File: src/rtl/neuron_akumulator.sv
// rtl/neuron_akumulator.sv - per-neuron MAC with bias, emitting sign + saturated Q3.19 magnitude
// Optional saturation flag output enabled by defining NEURON_PREKORACENJE_EN.
module neuron_akumulator #(
  parameter int BROJ_ULAZA = 60,
  parameter int ULAZ_W     = 16,
  parameter int TEZINA_W   = 16,
  parameter int ACC_W      = 40
) (
  input  logic                clk,
  input  logic                rst_n,
  input  logic                start,
  input  logic [TEZINA_W-1:0] pristranost,
  input  logic                ulaz_valid,
  output logic                ulaz_ready,
  input  logic [ULAZ_W-1:0]   ulaz,
  input  logic [TEZINA_W-1:0] tezina,
  output logic [21:0]         suma,
  output logic                predznak,
  output logic                izlaz_valid,
  input  logic                izlaz_ready,
  output logic                zauzet
`ifdef NEURON_PREKORACENJE_EN
  ,
  output logic                prekoracenje
`endif
);

  localparam int CNT_W  = (BROJ_ULAZA > 1) ? $clog2(BROJ_ULAZA) : 1;
  localparam int PROD_W = ULAZ_W + TEZINA_W + 1;
  localparam logic [CNT_W-1:0] CNT_ZADNJI = CNT_W'(BROJ_ULAZA - 1);
  localparam logic [ACC_W-1:0] MAG_MAX    = ACC_W'(22'h3FFFFF);

  typedef enum logic [1:0] {
    MIR      = 2'd0,
    AKUM     = 2'd1,
    PRETVORI = 2'd2,
    IZLAZ    = 2'd3
  } stanje_t;

  stanje_t stanje, stanje_sljedece;

  logic signed [ACC_W-1:0]  acc;
  logic        [CNT_W-1:0]  cnt;
  logic signed [PROD_W-1:0] proizvod;
  logic        [ACC_W-1:0]  proizvod_ext;
  logic        [ACC_W-1:0]  pristranost_ext;
  logic        [ACC_W-1:0]  apsolutno;
  logic        [ACC_W-1:0]  mag;
  logic                     zasicenje;
  logic                     prihvat;

  assign prihvat  = ulaz_valid && ulaz_ready;
  assign proizvod = $signed({1'b0, ulaz}) * $signed(tezina);
  assign proizvod_ext = {{(ACC_W-PROD_W){proizvod[PROD_W-1]}}, proizvod};
  // Bias is Q4.12; shifting by the input's 16 fraction bits aligns it to the Q.28 product.
  assign pristranost_ext = {{(ACC_W-TEZINA_W-ULAZ_W){pristranost[TEZINA_W-1]}},
                            pristranost, {ULAZ_W{1'b0}}};

  // Magnitude first, then shift: truncation is toward zero for either sign.
  assign apsolutno = acc[ACC_W-1] ? (~acc + 1'b1) : acc;
  assign mag       = apsolutno >> 9;
  assign zasicenje = (mag > MAG_MAX);

  always_ff @(posedge clk or negedge rst_n) begin
    if (!rst_n) begin
      stanje <= MIR;
    end else begin
      stanje <= stanje_sljedece;
    end
  end

  always_comb begin
    stanje_sljedece = stanje;
    case (stanje)
      MIR:      if (start) stanje_sljedece = AKUM;
      AKUM:     if (prihvat && (cnt == CNT_ZADNJI)) stanje_sljedece = PRETVORI;
      PRETVORI: stanje_sljedece = IZLAZ;
      IZLAZ:    if (izlaz_ready) stanje_sljedece = MIR;
      default:  stanje_sljedece = MIR;
    endcase
  end

  always_comb begin
    ulaz_ready = (stanje == AKUM);
    zauzet     = (stanje != MIR);
  end

  always_ff @(posedge clk or negedge rst_n) begin
    if (!rst_n) begin
      acc         <= '0;
      cnt         <= '0;
      suma        <= '0;
      predznak    <= 1'b0;
      izlaz_valid <= 1'b0;
`ifdef NEURON_PREKORACENJE_EN
      prekoracenje <= 1'b0;
`endif
    end else begin
      case (stanje)
        MIR: begin
          if (start) begin
            acc <= pristranost_ext;
            cnt <= '0;
          end
        end
        AKUM: begin
          if (prihvat) begin
            acc <= acc + proizvod_ext;
            cnt <= cnt + 1'b1;
          end
        end
        PRETVORI: begin
          suma        <= zasicenje ? 22'h3FFFFF : mag[21:0];
          // A negative sum that truncates to zero is reported as +0.
          predznak    <= acc[ACC_W-1] && (mag != '0);
          izlaz_valid <= 1'b1;
`ifdef NEURON_PREKORACENJE_EN
          prekoracenje <= zasicenje;
`endif
        end
        IZLAZ: begin
          if (izlaz_ready) izlaz_valid <= 1'b0;
        end
        default: ;
      endcase
    end
  end

endmodule

File: config.mk
export PLATFORM = sky130hd
export DESIGN_NAME = neuron_akumulator
export DESIGN_NICKNAME = d
export VERILOG_FILES = /design/src/rtl/neuron_akumulator.sv
export SDC_FILE = /design/constraint.sdc
export NUM_CORES = 1
export LEC_CHECK = 0
export CAP_MARGIN = 20
export CORE_AREA = 2 2 162 164
export CTS_BUF_LIST = sky130_fd_sc_hd__clkbuf_8
export DETAILED_ROUTE_END_ITERATION = 8
export DIE_AREA = 0 0 164 166
export GPL_TIMING_DRIVEN = 0
export PLACE_DENSITY = 0.9
export SYNTH_ARGS = -nofsm -noshare
export SYNTH_HDL_FRONTEND = slang
export SYNTH_SLANG_ARGS = --single-unit
export TNS_END_PERCENT = 10
File: constraint.sdc
create_clock -name clk -period 2.7 [get_ports clk]
set_input_delay 0.54 -clock clk [delete_from_list [all_inputs] [get_ports clk]]
set_output_delay 0.54 -clock clk [all_outputs]
set_load 0.02 [all_outputs]
==> flow_summary.toml <==
[timing]
setup_tns_ns = -170.28
layout_setup_ws_ns = -6.10
tightest_slew_ns = 0.962
finalSetupViolations = 59
fin_crit_sh_pct = 326
clock-skew-final_ns = 0.0198
fin_crit_ns = 8.80
rsz0062_at_grt = "yes"
hold_viol = 0
finalMaxSlewViolations = 0
relSlewSlack_pct = 35.8
clock.fmax_ghz = 0.114

[global_route]
grt.total_usage_pct = 36.6
grt_overflow = 0
antenna_found_initial = 6
grt_pass1_vias = 14700
grt_max_degree = 73
grt_pass1_wl_mm = 77.1

[status]
violations = "design-rule violations, negative setup slack"
status = "complete, but fails checks"

[detailed_routing]
routed_via_density = 6.61
vias = 14600
final_antenna_net_count = 0
first_pass_iters = 9
drtIter0Drc = 2371
drc = 149
wirelength_mm = 53.4
wl_per_cell_um = 24.2

[worst_setup_path]
slowest_stage = "fa_1"
crit_arrival_ns = 9.05
cp-start-kind = "input pin"
critPathMostFrequentCell = "fa_1"
crit_family = "adder cells"
criticalPathCategory = "input pin to flip-flop"
path_max_fanout = 7
path_buf_inv = 7
slowest_delay_ns = 0.73
critPathLaunch = "ulaz[6]"
reg2reg_from = "acc[6]"
end_kind = "flip-flop"
required_ns = 2.96

[cts]
clock_latency_ns = 0.37
cts_buffer_depth = 2
htreeDepth = 3
hold_buffers = 0
numCtsBuffers = 9
root_buffer = "clkbuf_8"
cts.clk_slew.worst_paths_ns = 0.08
cts.sinks = 72
tritoncts = "yes"

[floorplanning]
pin_count = 79
initial_core_util_pct = 56.9
die_h_um = 166
core_sq_um = 25600
dieWidth_um = 164
die_area_sq_um = 27200
rows = 59

[cells_and_area]
finalNetCount = 2284
instances_no_fill = 2209
drive_above_1_share_pct = 18.0
post-route-util_pct = 69.6
area_delta_synth_final_pct = 22.3

[logic_synthesis]
yosysSeqAreaShare_pct = 12.4
synth.distinct_cells = 69
yosysMostFrequentCell = "inv_1"
syn_area_sq_um = 14600
synth-seq-cells = 72
syn_nets = 2121
synth_area_leaders = "fa_1 (27%), ha_1 (15%), dfrtp_1 (12%)"
yosys.area.top_type_share_pct = 26.8
synth_common_cells = "inv_1 (271), nand2_1 (198), fa_1 (195)"
synth-main-ff-cell = "dfrtp_1"
synth_edf_count = 0
yosysTopAreaCell = "fa_1"
syn_avg_cell_area_sq_um = 8.55
synth_warnings = 0
async_reset_ff_share_pct = 100
postSynthCellCount = 1704

[place]
io_buffers = 78
place.gp.congestion = 0.981
pre_cts_ws_ns = -7.08
placed_cells = 2117
hpwl_mm = 32.0

[min_path]
worstHoldPathType = "input pin to async pin"

[flow_run]
cap_violations = 0
-- sequential cells by signal (all words and copies together) (netlist names) --
register     count
cnt              6
suma            22
stanje           2
izlaz_valid      1
acc             40
predznak         1
-- path summary, 6_finish.rpt --
path	end	depth (start not counted)	slack [ns]
worst max-delay path	acc[39]	35	-6.10
worst min-delay path	stanje[1]	1	0.33
worst max register to register	acc[39]	12	-0.66
worst min register to register	suma[4]	2	0.52
max in group asynchronous	acc[12]	1	1.70
min in group clk	suma[4]	2	0.52
-- timing repair --
action	4_1_cts	5_1_grt
setup buffers	59	15
setup endpoints to repair	61	64
pin swaps	87	52
gates cloned	2	0
resized for setup	347	77
-- cell usage in the layout, fill, tap and decap left out, types with 47 or more instances in the layout --
master,synthesis,final
xor2_1,47,47
fa_1,195,184
dfrtp_1,72,70
nand2_1,198,193
nor2_1,79,77
inv_1,271,256
a21oi_1,77,60
o21ai_0,68,52
buf_4,0,87
ha_1,169,140
and2_1,121,110
-- cell type report --
| cell class | instances | area, sq um |
|---|---|---|
| multi-input combinational | 1293 | 12200 |
| fill | 1607 | 7790 |
| sequential | 72 | 1800 |
| timing repair buffer | 155 | 1380 |
| inverter | 272 | 1020 |
| buffer | 64 | 692 |
| tap | 335 | 419 |
| clock buffer | 11 | 151 |
| clock inverter | 5 | 103 |
| antenna | 2 | 5.00 |
-- through the flow --
step           hold slack, ns  area (sq um)
2_1_floorplan           0.244         14800
6_report                0.329         17800
3_5_place_dp            0.504         16000
5_1_grt                 0.402         17800
4_1_cts                 0.345         17500
3_3_place_gp            0.479         16000
-- routing by layer --
metal,wire length [um],up-vias,share of wire (%),GRT usage (%)
met2,24200,1284,45,59.0
met4,5230,8,9.8,22.4
li1,-,5861,-,-
met3,7110,531,13,11.6
met5,119,-,0.22,0
met1,16800,6916,31,42.2
-- logic make-up after synthesis --
group	count (synthesis)	share of synthesized area, %
simple gates	533	18.3
fa+ha+maj	364	41.3
buf+inv	339	8.85
compound gates	297	13.2
xor+xnor	90	5.41
flops	72	12.4
mux	9	0.627
Power is not shown: default switching activity piles up to over one toggle a cycle in this logic, so the estimate is an artifact.
==> variant: new RTL, same settings <==
The option `NEURON_PREKORACENJE_EN` is turned on by a define.
--- a/src/rtl/neuron_akumulator.sv
+++ b/src/rtl/neuron_akumulator.sv
@@ -2,2 +2,4 @@
 // Optional saturation flag output enabled by defining NEURON_PREKORACENJE_EN.
+`define NEURON_PREKORACENJE_EN
+
 module neuron_akumulator #(
Behaviour (old outputs only; new: prekoracenje): unchanged (equiv_simple and equiv_induct, registers matched by name and starting in step).
==> variant against the unedited design <==
The flow finishes with violations (setup timing); setup slack gained 430 ps; area after synthesis grew 0.86%; wire length shrank 9.9%; non-clock buffer count shrank 2; count of clock-buffer cells in the layout is the same; sequential cell count grew 1; design area grew 1.8%; critical endpoint unchanged; highest routed layer is now met4.
Power is not shown: default switching activity piles up to over one toggle a cycle in this logic, so the estimate is an artifact.
==> variant: results (changes against the unedited design) <==
stage,metric,value,unit,change
synthesis,syn-num-nets,2160,,+1.8%
timing,setup_violations,66,,+12%
setup_path,worstPathMaxFanout,10,,+3
timing,max_slew_margin,0.334,,-0.0245
run_status,status,finished with violations,,
setup_path,r2r_setup_slack,-1330,ps,-670 ps
setup_path,slowest_delay,560,ps,-170 ps
synthesis,netlist-cell-type-count,64,,-7.2%
timing,fin_skew,23.4,ps,+3.57 ps
layout,nNetsFinal,2318,,+1.5%
placement,dpl_cell_area,0.0162,sq mm,+1.1%
global_routing,grt_antenna_before_repair,3,,-3
setup_path,timing.rr.start,acc[23]$_DFFE_PN0P_,,
layout,drive_gt1_frac,0.177,,-0.00269
placement,io_buffers,79,,+1.3%
synthesis,yosys-top-cells-area,"fa_1, ha_1, dfrtp_1",,
detailed_routing,wl,48200,um,-9.9%
setup_path,reg2reg_depth,13,,+1
global_routing,first_global_vias,14365,,-2.3%
global_routing,track_usage,0.331,,-0.0343
run_status,failed_checks,setup timing,,
layout,fill_cells,1626,,+1.2%
synthesis,synth.yosys.seq_area_share,0.124,,+0.000650
layout,utilization,0.708,,+0.0123
global_routing,use_met2,0.545,,-0.0451
setup_path,r2r_end,suma[0]$_DFFE_PN0P_,,
global_routing,grt_max_degree,74,,+1.4%
timing,layout_setup_ws,-5670,ps,+430 ps
variant: changes by cell type in the layout (fill, tap and decap cells not counted), sizes merged, moves of 13 or more:
| cell | change |
|---|---|
| a21o | +17 |
| xor2 | -16 |
| nor2 | +34 |
| clkbuf | -13 |
variant: stage by stage:
stage               TNS [ps]  std cells
global route         -195100       2242
floorplan            -165580       1743
finish               -183640       2242
CTS                  -170580       2219
global placement     -324570       2157
detailed placement   -231020       2157
variant: cell type report:
type,instances,area share
diodes,1,0.000138
plain buffers,67,0.0361
clock buffers,11,0.00835
clock inverters,5,0.00566
inverters,270,0.0561
multi-input cells,1330,0.694
flip-flops and latches,73,0.101
well taps,335,0.0231
repair buffers,150,0.0757
variant: logic make-up after synthesis:
family | after synthesis | synth area share
simple gates | 548 | 0.179
fa+ha+maj | 364 | 0.409
buf+inv | 340 | 0.0879
compound gates | 318 | 0.137
xor+xnor | 84 | 0.0510
flops | 73 | 0.124
mux | 16 | 0.0112
variant: what timing repair did:
| action | CTS | global route |
|---|---|---|
| setup endpoints to repair | 62 | 66 |
| hold endpoints to repair | 0 | 0 |
| hold buffers | 0 | 0 |
| gates resized for setup | 367 | 112 |
| setup buffers | 49 | 22 |
| pin swaps | 73 | 45 |
variant: routing by layer:
| metal | routed length [um] | vias up |
|---|---|---|
| li1 | - | 5958 |
| met1 | 16600 | 6845 |
| met2 | 23100 | 983 |
| met3 | 4700 | 367 |
| met4 | 3790 | 0 |
| met5 | 0 | - |
variant: worst max-delay path: cells and delay by family:
kind	cells	cell delay, ps
xor gates and xnor gates	2	390
and+or+nand+nor	5	840
AOI/OAI and AO/OA	13	2560
buffers and inverters	7	700
adders and majority gates	8	3550
variant: worst max path at each step:
stage	from	endpoint	slack, ps	cells past startpoint
finish	tezina[10]	acc[39]$_DFFE_PN0P_	-5670	35
global route	tezina[10]	acc[39]$_DFFE_PN0P_	-5840	35
CTS	ulaz[5]	acc[39]$_DFFE_PN0P_	-5090	35
detailed placement	ulaz[14]	acc[39]$_DFFE_PN0P_	-6770	32
global placement	ulaz[14]	acc[39]$_DFFE_PN0P_	-6660	30
floorplan	tezina[6]	acc[39]$_DFFE_PN0P_	-5080	33
